===== config.mk =====
export PLATFORM = sky130hd
export DESIGN_NAME = lzw_channel_scheduler
export DESIGN_NICKNAME = d
export VERILOG_FILES = /design/src/rtl/lzw_channel_scheduler.sv
export SDC_FILE = /design/constraint.sdc
export NUM_CORES = 1
export LEC_CHECK = 0
export ABC_CLOCK_PERIOD_IN_PS = 5000
export CORE_MARGIN = 2
export CORE_UTILIZATION = 54
export DETAILED_ROUTE_END_ITERATION = 8
export HOLD_SLACK_MARGIN = 0.05
export PLACE_DENSITY_LB_ADDON = 0.3
export SYNTH_ARGS = -nofsm -noshare
export SYNTH_HDL_FRONTEND = slang
export SYNTH_SLANG_ARGS = --single-unit

===== constraint.sdc =====
create_clock -name clk -period 5 [get_ports clk]
set_clock_uncertainty 0.1 [all_clocks]
set_input_delay 1.25 -clock clk [delete_from_list [all_inputs] [get_ports clk]]
set_output_delay 1.25 -clock clk [all_outputs]
set_load 0.02 [all_outputs]

===== src/rtl/lzw_channel_scheduler.sv =====
// lzw_channel_scheduler: runs one shared lzw_compress core over R, G, B and packs the code streams into one memory
module lzw_channel_scheduler #(
  parameter int TOTAL_PIXELS = 256,
  parameter int OUT_DEPTH    = 768
) (
  input  logic        clk,
  input  logic        rst_n,
  input  logic        start,
  input  logic        abort,
  output logic        busy,
  output logic        done,
  output logic [1:0]  ch_sel,
  output logic        core_ap_start,
  input  logic        core_ap_done,
  input  logic        core_in_ce0,
  output logic [9:0]  in_rd_addr,
  input  logic        core_out_ce0,
  input  logic        core_out_we0,
  input  logic [15:0] core_out_d0,
  input  logic [15:0] core_out_size,
  input  logic        core_out_size_vld,
  output logic        mem_we,
  output logic [11:0] mem_addr,
  output logic [15:0] mem_wdata,
  output logic [15:0] size_r,
  output logic [15:0] size_g,
  output logic [15:0] size_b,
  output logic [11:0] base_g,
  output logic [11:0] base_b,
  output logic        overflow
);
  localparam logic [2:0] IDLE = 3'd0, LAUNCH = 3'd1, RUN = 3'd2, GAP = 3'd3, FIN = 3'd4;
  logic [2:0]  state;
  logic [11:0] wr_ptr;
  logic [15:0] run_cnt;
  logic        seen;
  logic        wr, full, size_ld;
  logic [15:0] size_val;
  // Core write strobe, memory-full test and the per-channel size value to capture
  always_comb begin
    wr       = state == RUN && core_out_ce0 && core_out_we0;
    full     = wr_ptr == 12'(OUT_DEPTH);
    size_ld  = state == RUN && (core_out_size_vld || (core_ap_done && !seen));
    size_val = core_out_size_vld ? core_out_size : run_cnt + 16'(wr);
  end
  assign busy          = state != IDLE;
  assign done          = state == FIN;
  assign core_ap_start = state == LAUNCH || state == RUN;
  // Channel sequencing, input address generation, output packing and size/base capture
  always_ff @(posedge clk or negedge rst_n) begin
    if (!rst_n) begin
      state      <= IDLE;
      ch_sel     <= '0;
      in_rd_addr <= '0;
      wr_ptr     <= '0;
      run_cnt    <= '0;
      seen       <= 1'b0;
      mem_we     <= 1'b0;
      mem_addr   <= '0;
      mem_wdata  <= '0;
      size_r     <= '0;
      size_g     <= '0;
      size_b     <= '0;
      base_g     <= '0;
      base_b     <= '0;
      overflow   <= 1'b0;
    end else if (abort) begin
      state  <= IDLE;
      mem_we <= 1'b0;
    end else begin
      mem_we <= wr && !full;
      if (wr && !full) begin
        mem_addr  <= wr_ptr;
        mem_wdata <= core_out_d0;
        wr_ptr    <= wr_ptr + 12'd1;
      end
      if (wr && full) overflow <= 1'b1;
      if (wr) run_cnt <= run_cnt + 16'd1;
      if (core_ap_start && core_in_ce0 && in_rd_addr != 10'(TOTAL_PIXELS - 1)) in_rd_addr <= in_rd_addr + 10'd1;
      if (size_ld && ch_sel == 2'd0) size_r <= size_val;
      if (size_ld && ch_sel == 2'd1) size_g <= size_val;
      if (size_ld && ch_sel == 2'd2) size_b <= size_val;
      if (state == RUN && core_out_size_vld) seen <= 1'b1;
      case (state)
        IDLE: if (start) begin
          state      <= LAUNCH;
          ch_sel     <= '0;
          in_rd_addr <= '0;
          wr_ptr     <= '0;
          run_cnt    <= '0;
          seen       <= 1'b0;
          size_r     <= '0;
          size_g     <= '0;
          size_b     <= '0;
          base_g     <= '0;
          base_b     <= '0;
          overflow   <= 1'b0;
        end
        LAUNCH: state <= RUN;
        RUN: if (core_ap_done) state <= GAP;
        GAP: if (ch_sel == 2'd2) state <= FIN;
        else begin
          state      <= LAUNCH;
          ch_sel     <= ch_sel + 2'd1;
          in_rd_addr <= '0;
          run_cnt    <= '0;
          seen       <= 1'b0;
          if (ch_sel == 2'd0) base_g <= wr_ptr;
          else base_b <= wr_ptr;
        end
        default: state <= IDLE;
      endcase
    end
  end
endmodule


Word-level counts from Yosys, hierarchy flattened
Cells that the tools add are included.
- register bits after elaboration: 146
- bits of input ports: 41
- output and inout bits: 117
- logic and storage cells: 104
- add/sub/neg operators: 5
- equality and inequality tests: 14
- mux-type cells: 44
- bitwise gates (word level): 1
- reductions and logical operators: 25
- operators with widths (operator ; number):
    $mux W16 ; 13
    $mux W12 ; 8
    $pmux W12 S2 ; 2
    $pmux W16 S2 ; 1
    $mux W10 ; 3
    $pmux W10 S2 ; 1
    $add A16 B1 Y16 ; 1
    $add A16 B1 Y16 const B ; 1
    $add A12 B1 Y12 const B ; 1
    $eq A12 B10 Y1 const B ; 1
    $logic_and A1 B1 Y1 ; 12
    $mux W3 ; 4
    $pmux W3 S4 ; 1
    $add A10 B1 Y10 const B ; 1
    $ne A10 B8 Y1 const B ; 1
    $reduce_and A5 Y1 ; 2
    $ne A2 B2 Y1 const B ; 4
    $mux W1 ; 7
    $eq A3 B2 Y1 const B ; 2
    $ne A3 B3 Y1 const B ; 2
    $mux W2 ; 2
    $pmux W2 S2 ; 1
    $reduce_and A2 Y1 ; 2
    $reduce_and A4 Y1 ; 1
    other kinds (13) ; 15

Depth between registers and ports, before layout
Gate-level depths: netlist of the first run.
- word-level depth: 8
- mapped depth: 11
- gate-level depth less buffers: 9

Least setup slack after synthesis of the first run
No wires, ideal clock.
- kind: in2reg
- start: input port core_out_we0
- end: register size_b[15]
- library setup time: 133 ps
- data arrival time: 2716 ps
- data required time: 4767 ps
- slack: 2051 ps
- stages: 8
- path buffers: 0
- cell sequence: nand2_1 nor2_1 ha_1 nand3_1 or2_2 o31a_1 o31ai_1 o2bb2ai_1
- cells in the longest elaborated chain, start to end: 6
- ends and longest elaborated chain (element ; line ; RTL):
    start: declaration ; 18 ; input logic core_out_we0,
    $logic_and A1 B1 Y1 (*) ; 41 ; wr = state == RUN && core_out_ce0 && core_out_we0;
    $add A16 B1 Y16 (*) ; 44 ; size_val = core_out_size_vld ? core_out_size : run_cnt + 16'(wr);
    $mux W16 (*) ; 44 ;
    $mux W16 (*) ; 82 ; if (size_ld && ch_sel == 2'd2) size_b <= size_val;
    $mux W16 ; 85 ; IDLE: if (start) begin
    $mux W16 (*) ; 84 ; case (state)
    end signal: assignment ; 82 ;
    end: declaration ; 27 ; output logic [15:0] size_b,
Every way passes the cells marked *; elsewhere a longest branch is shown, timed or not.
A chain may end at the register's enable or synchronous reset.

==> results of run 1 <==
==> worst register-to-register path: cells and delay by family (launching register included) <==
kind / cells / cell delay (ns)
AO/OA/AOI/OAI: 3 / 0.84
flip-flops: 1 / 0.55
AND/OR/NAND/NOR: 4 / 1.17
adder cells (fa/ha/maj): 1 / 0.24
==> power breakdown <==
part           internal (mW)  total (mW)  switching [mW]
logic                  0.280       0.643           0.363
registers               1.28        1.36          0.0754
clock network          0.830        1.31           0.479
total                   2.39        3.31           0.918
==> registers in the layout, indices dropped and copies added, names as in the netlist, 12 cells and up <==
register,count
size_r,16
run_cnt,16
base_b,12
mem_wdata,16
size_b,16
size_g,16
mem_addr,12
base_g,12
wr_ptr,12
==> path summary, 6_finish.rpt <==
| kind | start | endpoint | slack (ns) | cells after the start |
|---|---|---|---|---|
| max reg2reg | state[1] | size_r[15] | 1.96 | 8 |
| min reg2reg | mem_addr[6] | mem_addr[6] | 0.37 | 2 |
| min in group asynchronous | rst_n | size_b[11] | 0.86 | 1 |
| min | mem_addr[6] | mem_addr[6] | 0.37 | 2 |
| max | abort | size_r[9] | 1.40 | 5 |
| max in group asynchronous | rst_n | run_cnt[9] | 2.95 | 2 |
==> cells by family (layout without fill, tap and decap cells) <==
group,Yosys count,in the layout,share of synthesized area [%]
XOR/XNOR,41,41,5.39
flip-flops,146,146,54.8
AND/OR/NAND/NOR,296,296,21.6
buffers and inverters,54,204,3.60
multiplexers,13,13,1.97
adder cells (fa/ha/maj),9,9,1.69
AO/OA/AOI/OAI,107,107,11.0
==> through the flow <==
step           worst slack [ns]  util (%)  std cells  cell area (µm²)  hold WS, ns
3_3_place_gp               1.07      68.8        931             8260        0.356
5_1_grt                    1.15      74.0        963             8880        0.398
3_5_place_dp              0.975      68.8        931             8260        0.361
4_1_cts                    1.43      74.0        963             8880        0.376
6_report                   1.40      74.0        963             8880        0.372
2_1_floorplan              2.05         -        666             6670        0.354
==> final cells by class <==
cell class | instances | area [µm²] | area share [%]
Multi-Input combinational cell | 466 | 2770 | 31.2
Clock buffer | 26 | 529 | 5.96
Sequential cell | 146 | 3650 | 41.1
Tap cell | 147 | 184 | 2.07
Clock inverter | 6 | 91.3 | 1.03
Inverter | 9 | 36.3 | 0.408
Timing Repair Buffer | 163 | 1620 | 18.2
==> cell usage in the layout (no fill, tap or decap), drive strengths merged, types with 6 or more instances in the layout <==
master,count
nand3,45
clkbuf,26
nand2,125
a21oi,15
a22o,29
ha,9
o2bb2ai,8
nand2b,6
and3,7
mux2i,12
a211oi,6
buf,7
nor2,48
dfrtp,146
nand4,12
inv,10
xnor2,25
nor3,13
nor4,14
clkdlybuf4s50,156
o21ai,37
xor2,16
==> metal layers <==
layer	vias up	global-route usage [%]	part of all wire, %
li1	2579	-	-
met1	2797	36.9	43
met4	0	10.5	2.2
met2	199	44.5	49
met5	-	0	0
met3	34	6.33	6.0
==> results.txt, run 1 <==
The number of buffers added for setup after CTS came out at 0. For this run, the post-layout net count is 853. The synthesized netlist occupies a cell area of 6670 µm².

After floorplanning, the core was divided into 40 placement rows. Among cell families on the critical path, the largest total delay comes from simple AND/OR/NAND/NOR gates. VDD sags by at most 0.168 mV.

For the via count of the first global-routing pass, the log shows 5,522. The worst pin sits at a relative slew slack of 27.8%. The run gives 0 as the post-cts sizing count. The total wire length was 17.4 mm. The largest single stage delay on the critical path is 0.72 ns. The cell at the root of the clock tree is clkbuf_16. The reported max-cap violation count is 0.

Number of antenna violations at the first check in global routing: 0. The cell taking the most area after synthesis was dfrtp_1. Global routing used 27.7% of the available tracks.

Full die area: 13,200 µm². Number of buffers and inverters on the critical path: 1. The clock tree synthesis step divided the H-tree into 4 levels. The type of the most critical hold path was reg -> reg.

Once the floorplan was initialized, standard cells occupied 55.5% of the core. Maximum number of pins on one net before global-route repair: 121. Summing the sequential cell areas from Yosys gives 54.8% of the chip area.

For the finished layout, the period the worst path requires is 3.60 ns. For this design the top-level I/O count stands at 158. The logs give 0.42 ns for the clock insertion delay at the later pin of the skew report and 12,000 µm² for the standard cell core area.

The tools report the leakage power total as 3.94 nW. The first-pass GRT wire length was 28.3 mm; the global placer's final weighted congestion was 0.928. The detailed router finished its first iteration with 399 violations. In this run, synthesis inferred 0 flip-flops with an integrated enable. Setup repair after global routing left no endpoint under its margin.

Number of buffers added on ports: 157. Setup violations remaining at the end of the flow were counted as 0. After filler insertion, the fill cell instance count of the layout stands at 833. The number of vias after detailed routing is 5,609, and the detailed-route vias per instance is 5.82. The part of the cycle the worst path needs is 72.0%. The type of origin of the critical path was an input port. Clock-pin slew was measured on the worst setup and hold paths at 0.06 ns. The detail-routed net length per standard cell came out at 18.0 µm. Based on the critical path, the design can be clocked at up to 0.278 GHz. After synthesis the netlist holds a flip-flop and latch count of 146.

For the detailed placer's ending HPWL, the log shows 12.2 mm. During synthesis, Yosys emitted a total of 0 warnings. Final routed DRC violation total: 0. Synthesized instance count: 666. In the synthesized netlist the dominant register cell turns out to be dfrtp_1. The data arrival time of the critical path is 3.81 ns.

The number of buffers created by CTS was 17; the overall die height was 115 µm. The share of flip-flops with an asynchronous set or reset after synthesis came out at 100%. The transition time at the pin with the least slew margin works out to 1.08 ns. The run gives 146 as the number of clock sinks.

TritonCTS built the clock tree. The total count of hold-check failures in the final report is 0, and the area share of the leading cell type in the synthesized netlist is 54.8%. The final global-route overflow total is 0. The slowest library cell on the worst path was clkdlybuf4s50_1.

Of all nets on the critical path, the largest fanout is 20. The logs give 0 for the number of hold-repair buffers added at the cts stage and 0 for the number of inserted diodes. The signal on the critical path passes through clkdlybuf4s50_1 -> a21oi_1 -> nand3_1 -> and3_1 -> a21o_1. When the netlist entered floorplanning its net count stood at 716. The worst setup path is captured at a flop.

Yosys attributes the largest share of cell area to dfrtp_1 55%, nand2_1 7.0%, a22o_1 3.8%. The leading cell type by number of instances after synthesis was dfrtp_1. Sorting the synthesized cells by how often they occur yields 146 x dfrtp_1, 125 x nand2_1, 47 x nor2_1.

In this run the mean area of a mapped cell was 10.0 µm². Setup total negative slack on the finished layout was measured at 0 ns. The relative area change from synthesis to final layout is 33.3%. Dividing total power by cell area gives a power density of 373 nW/µm². Fraction of final layout cells with drive strength greater than 1: 6.13%.

The first TritonRoute pass finished after 5 iterations. Width of the chip: 115 µm. The critical path in this run is classified as in -> reg.

The run gives 0 as the number of max-slew violations in the final report. The count of nets left with antenna violations once routing finished came out at 0. No sink is reached through more buffers than the 2 on the longest clock path. The flow ran to the end, and the final reports show no timing, DRC or antenna violations.

After synthesis, the netlist uses 52 different library cells. For the worst setup path, the data required time is 5.21 ns. Summing internal, switching and leakage power gives 3.31 mW.
No activity file was read; power rests on OpenSTA's default activity.
==> run 2, diff against run 1 <==
--- a/config.mk
+++ b/config.mk
@@ -5,9 +5,9 @@
 export SDC_FILE = /design/constraint.sdc
 export NUM_CORES = 1
 export LEC_CHECK = 0
-export ABC_CLOCK_PERIOD_IN_PS = 5000
+export ABC_CLOCK_PERIOD_IN_PS = 3500
 export CORE_MARGIN = 2
-export CORE_UTILIZATION = 54
+export CORE_UTILIZATION = 50
 export DETAILED_ROUTE_END_ITERATION = 8
 export HOLD_SLACK_MARGIN = 0.05
 export PLACE_DENSITY_LB_ADDON = 0.3
==> constraint.sdc (replaced) <==
create_clock -name clk -period 3.5 [get_ports clk]
set_clock_uncertainty 0.1 [all_clocks]
set_input_delay 0.875 -clock clk [delete_from_list [all_inputs] [get_ports clk]]
set_output_delay 0.875 -clock clk [all_outputs]
set_load 0.02 [all_outputs]
==> run 2 against run 1 <==
  * Via count shrank 0.14%
  * Critical path type is now reg -> out
  * Global-route usage is 2.4 points lower
  * First-iteration DRC count is 49% higher
  * Die area is 7.7% higher
  * Count of clock-buffer cells in the layout down 3
  * Final cell count is 3.7% higher
  * Non-clock buffer count increased by 7
  * Sequential power up 43%
==> results.txt, run 2 (synthesis results as in run 1) <==
The run finished with clean final reports. Across every metal layer, demand over resource in global routing totals 25.2%. Entering global routing, the biggest net connects 83 pins. VDD sags by at most 0.331 mV. The library cell used most frequently in the layout, excluding fill and tap cells, is clkdlybuf4s50_1.

The analysis attributes to cell leakage a power of 3.98 nW. The H-tree was split into 4 levels. The min-delay analysis places its worst path in the category reg -> reg.

The number of max-slew violations in the final report is 0, and the total internal power is 3.38 mW. In this run, the combinational gates consume 19.8% of the power. The total power came out at 4.68 mW.

In this design, the stage delay of the slowest critical-path cell is 0.57 ns. Measured against its own limit, the worst slew margin works out to 34.3%. Setup slack on the worst flop-to-flop path: 0.58 ns. For this design the ratio of total power to cell area is 522 nW/µm². After detailed routing, the number of vias per cell comes to 5.61. For the final routed database, the setup TNS stands at 0 ns. Fraction of final layout cells with drive strength greater than 1: 7.05%. After detailed routing, the number of remaining DRC violations is 0. In this run switching power makes up 27.7% of total power.

The detailed placer's ending HPWL was 12.2 mm. The standard-cell row count is 42, and the number of buffers added on ports is 157. The die covers 14,300 µm².

The startpoint-to-endpoint class of the critical path was reg -> out. TritonCTS built the clock tree. Clock-pin slew was measured on the worst setup and hold paths at 0.06 ns. In this run, the number of DRC markers left after iteration 0 of detailed routing was 594. The width of the chip was 119 µm. Setup violations remaining at the end of the flow were counted as 0. The slowest library cell on the worst path was clkdlybuf4s50_1. After clock tree synthesis, the setup repair step added 0 buffers.

Setup repair after global routing left no endpoint under its margin. The detail-routed net length per standard cell is 17.5 µm, and the count of boundary I/O pins is 158. The multi-input gate area in the final layout was 2770 µm²; the final-layout fill cell count was 1,003. At the worst endpoint, the required time is 2.52 ns. The tree is rooted in a clkbuf_16.

The relative area change from synthesis to final layout came out at 34.3%. The floorplan step set the die height to 119 µm. Summed over all nets, the switching power comes to 1.30 mW. For the number of buffers on the longest clock path, the log shows 2. In this run the worst path has a maximum fanout of 12.

In this run, post-CTS repair resized a total of 0 instances. The tools report the kind of end point of the critical path as an output port. For the worst-skew pair, the clock arrives at the later sink with an insertion delay of 0.41 ns. The total count of hold-check failures in the final report came out at 0. The run gives 0 as the number of antenna violations at the first check in global routing.

For the total area of sequential cells, the log shows 3650 µm². Post-place instance area: 8350 µm². Per report_power, the sequential group accounts for 41.5% of the total. The initial utilization of the core area, before any placement, comes to 50.7%.

The number of buffers and inverters on the critical path was 3. The logs give 0 for the reported max-cap violation count and 146 for the number of clock sinks. The net count of the finished layout came out at 860.

Traced cell by cell, the critical path runs through buf_4 -> nor3_1 -> inv_1 -> clkdlybuf4s50_1. For the pin with the worst max-slew slack, the measured transition is 0.979 ns. The dominant delay contributor by cell family on the critical path is buffers and inverters. For this run the aggregate overflow at the end of global routing stands at 0.

The final critical path takes up 85.3% of the cycle. The logs give 5,601 for the number of vias after detailed routing and 17.5 mm for the total wire length. The library cells used most frequently in the layout, excluding fill and tap cells, are 156 x clkdlybuf4s50_1, 146 x dfrtp_1, 125 x nand2_1.

The repair_antennas step left the layout with diodes totalling 0. Buffers inserted during clock tree synthesis total 17. The clock network is responsible for 38.6% of the overall power. The number of hold-repair buffers added at the cts stage is 0, and the number of nets still failing antenna checks after routing is 0.

Routability-driven placement finished with a final weighted congestion of 0.909. For this run, the detailed router's first-pass iteration total came to 5. The core region is 13,100 µm².

Highest clock rate: 0.335 GHz. Summing all non-filler instances in the final layout gives an area of 8950 µm². For the worst setup path, the data arrival time is 2.01 ns. The type of origin of the critical path is a flop. The worst path in the final design needs a cycle of 2.99 ns, including I/O delays and setup. First-pass GRT wire length: 28.4 mm. The via count of the first global-routing pass is 5,469.
-- run 2: changes by cell type in the layout (fill, tap and decap cells not counted) --
cell	delta
clkinvlp_4	-3
clkinv_2	+5
clkbuf_1	-1
clkinv_4	+2
buf_4	+7
clkbuf_8	-2
inv_6	-1
-- run 2: path summary, 6_finish.rpt --
kind | end | depth (start not counted) | start
worst max-delay path | busy | 4 | state[2]
worst min-delay path | mem_wdata[5] | 2 | mem_wdata[5]
worst max register to register | size_r[15] | 8 | state[1]
worst min register to register | mem_wdata[5] | 2 | mem_wdata[5]
max in group asynchronous | base_b[5] | 2 | rst_n
min in group asynchronous | size_r[11] | 1 | rst_n
-- run 2: final cells by class --
type | instances | area share, %
Clock buffer | 23 | 5.56
Timing Repair Buffer | 170 | 18.7
Multi-Input combinational cell | 466 | 31.0
Tap cell | 176 | 2.46
Inverter | 9 | 0.405
Clock inverter | 9 | 1.15
Sequential cell | 146 | 40.8
-- run 2: layer usage --
layer	up-vias	wire length, µm	part of all wire (%)	global-route usage, %
li1	2602	-	-	-
met1	2760	8020	46	36.4
met2	221	8190	47	38.4
met3	18	1020	5.8	4.79
met4	0	257	1.5	8.60
met5	-	0	0	0
-- run 2: through the flow --
| stage | cells | setup WS, ns | util, % | hold slack, ns |
|---|---|---|---|---|
| global placement | 967 | 0.287 | 63.6 | 0.359 |
| detailed placement | 967 | 0.180 | 63.6 | 0.361 |
| floorplan | 666 | 0.926 | - | 0.354 |
| global route | 999 | 0.385 | 68.1 | 0.390 |
| finish | 999 | 0.515 | 68.1 | 0.372 |
| CTS | 999 | 0.505 | 68.1 | 0.375 |
-- run 2: power groups by stage --
stage / registers, mW / logic (mW) / clock network [mW]
after global routing: 1.96 / 1.01 / 1.90
after global placement: 1.96 / 0.908 / 0
after floorplan: 2.11 / 0.322 / 0
after CTS: 1.94 / 0.934 / 1.83
final: 1.94 / 0.928 / 1.81
after detailed placement: 1.97 / 0.929 / 0
-- run 2: worst reg2reg max path, delay by kind of cell, from the launching register on --
| kind | cells | cell delay, ns |
|---|---|---|
| simple gates | 4 | 1.16 |
| flops | 1 | 0.54 |
| compound gates | 3 | 0.78 |
| fa+ha+maj | 1 | 0.22 |
==> run 3, diff against run 2 <==
--- a/config.mk
+++ b/config.mk
@@ -6,6 +6,7 @@
 export NUM_CORES = 1
 export LEC_CHECK = 0
 export ABC_CLOCK_PERIOD_IN_PS = 3500
+export CORE_ASPECT_RATIO = 0.9
 export CORE_MARGIN = 2
 export CORE_UTILIZATION = 50
 export DETAILED_ROUTE_END_ITERATION = 8
==> run 3 against run 2 <==
  * Fmax decreased by 0.49%
  * Die area is essentially flat
  * Worst setup slack worse by 0.015 ns
  * Combinational power grew 0.4%
  * Total power grew 1.8%
  * Register-to-register slack worse by 0.05 ns
  * Core utilization shrank 0.13 points
  * Global-route usage up 0.83 points
  * Sequential power hardly changed
  * Non-clock buffer count fell by 2
==> results.txt, run 3 (synthesis results as in run 1) <==
The flow ran to the end, and the final reports show no timing, DRC or antenna violations. The worst setup path startpoint is state[1]. The library cell used most frequently in the layout, excluding fill and tap cells, is clkdlybuf4s50_1.

For the number of optimization iterations in the first detailed-route pass, the log shows 5. The internal power of the cells totals 3.43 mW. In this run the post-CTS setup repair buffer count came out at 0.

158 I/O pins were placed. The startpoint-to-endpoint class of the critical path was reg -> out. Detailed placement finished with a half-perimeter wire length of 12.4 mm.

After the first detailed-routing iteration, the DRC count stood at 515. The type of the most critical hold path is in -> async. The tool flagged a number of max-cap violations equal to 0.

After layout, the design draws a total of 4.76 mW. For this run, the post-layout net count is 858. The pre-CTS setup slack was 0.208 ns; the part of the cycle the worst path needs was 85.7%. The final setup TNS is 0 ns, and the fraction of power consumed by the clock network is 39.5%. The tools report the via count of the first global-routing pass as 5,600. The transition time at the pin with the least slew margin is 0.870 ns, and the final-layout fill cell count is 1,033. Setup repair after global routing left no endpoint under its margin. The total global-route track usage is 26.0%. Across all hold checks on the routed design, the worst slack comes to 0.362 ns. Data on the critical path is required at its endpoint by 2.52 ns. Subtracting the final worst setup slack from the clock period gives 3.00 ns.

Summing over every cut layer, the via total after detailed routing is 5,637. The combinational fraction of design power came out at 19.6%. The tools report the number of clock sinks as 146. The tools report the launch point of the worst reg-to-reg path as state[1]. At the end of routability-driven placement, the weighted congestion stood at 0.915. The overall die height came out at 114 µm. The tools report the final cell utilization of the core as 68.0%. The number of buffers added on ports is 157.

The logs give 3.98 nW for the leakage power total and 41.6% for the worst slew margin relative to its limit. The repair_antennas step left the layout with diodes totalling 0. The total overflow left after global routing is 0. Net switching component of the power: 1.33 mW. Cell at the root of the clock tree: clkbuf_16. The standard cell core area came out at 13,200 µm². In the routed layout, each cell is associated on average with a via count of 5.71.

In the post-route analysis, the smallest setup slack over all paths is 0.500 ns. Hold repair after CTS inserted 0 buffers. The area growth from synthesis to layout is 34.3%.

The logs give 0 for the number of antenna violations at the first check in global routing and 41.0% for the sequential share of power. The highest clock rate was 0.333 GHz; the data arrival time of the critical path was 2.02 ns. Once the clock tree was built, the resizer swapped 0 gates to a different size.

For the worst-skew pair, the clock arrives at the later sink with an insertion delay of 0.42 ns. The run gives 0 as the total count of hold-check failures in the final report. The fraction of power spent switching nets was 27.9%.

The width of the chip is 126 µm, and the number of buffers created by CTS is 17. The setup-violating endpoint count in the final report was 0; the highest net fanout along the worst path was 11. The logs give 0 for the final routed DRC violation total and 14,300 µm² for the full die area. For the standard-cell row count, the log shows 40. The worst-case IR drop observed on VDD is 0.377 mV.

For this configuration, the core starts out at a cell density of 50.6%. TritonCTS built the clock tree. The tools report the maximum number of pins on one net before global-route repair as 70.

The number of max-slew violations in the final report is 0, and the number of buffers on the longest clock path is 2. For this design the ratio of total power to cell area is 532 nW/µm². CTS built an H-tree with a depth of 4.

STA classifies the critical path endpoint as an output port. Detail-routed net length per standard cell: 18.1 µm. The CTS clock-pin slew for the worst setup and hold paths was 0.06 ns; the number of nets still failing antenna checks after routing was 0. The tools report the first-pass GRT wire length as 29.6 mm. Of the cells placed in the final design, the portion with a size suffix greater than 1 is 6.59%.

The routed design has 17.9 mm of wire. The worst setup path is launched from a flop. The library cells used most frequently in the layout, excluding fill and tap cells, are 156 x clkdlybuf4s50_1, 146 x dfrtp_1, 125 x nand2_1.
==> run 3: metrics by stage <==
stage          instances  instance area [µm²]
2_1_floorplan        666                 6670
5_1_grt              988                 8950
3_3_place_gp         957                 8340
3_5_place_dp         957                 8340
4_1_cts              988                 8950
6_report             988                 8950
==> run 3: power by group through the flow <==
stage	logic (mW)	registers (mW)	clock network [mW]
2_1_floorplan	0.322	2.11	0
3_3_place_gp	0.908	1.97	0
3_5_place_dp	0.933	1.98	0
4_1_cts	0.941	1.95	1.90
5_1_grt	1.01	1.97	1.98
6_report	0.932	1.95	1.88
==> run 3: worst max-delay path: stages (launching register included) <==
cell and delay (ns):
dfrtp_1 0.51, nor3_1 0.42, inv_1 0.12, clkdlybuf4s50_1 0.56
==> run 3: metal layers <==
| layer | GRT usage (%) | routed length, µm | vias up |
|---|---|---|---|
| li1 | - | - | 2597 |
| met1 | 36.6 | 8180 | 2788 |
| met2 | 40.5 | 8350 | 223 |
| met3 | 6.05 | 1060 | 29 |
| met4 | 8.37 | 342 | 0 |
| met5 | 0 | 0 | - |
==> run 3: path summary, 6_finish.rpt <==
| path | endpoint | slack [ns] | depth (start not counted) |
|---|---|---|---|
| max | busy | 0.50 | 3 |
| min | size_r[14] | 0.36 | 1 |
| max reg2reg | size_r[15] | 0.53 | 8 |
| min reg2reg | mem_wdata[7] | 0.38 | 2 |
| max in group asynchronous | wr_ptr[3] | 2.21 | 2 |
| min in group clk | mem_wdata[7] | 0.38 | 2 |
==> run 3: final cells by class <==
class / count / area (µm²) / share of cell area [%]
Sequential cell: 146 / 3650 / 40.8
Clock inverter: 8 / 125 / 1.40
Inverter: 9 / 36.3 / 0.405
Tap cell: 168 / 210 / 2.35
Timing Repair Buffer: 168 / 1670 / 18.6
Multi-Input combinational cell: 466 / 2770 / 31.0
Clock buffer: 23 / 488 / 5.45
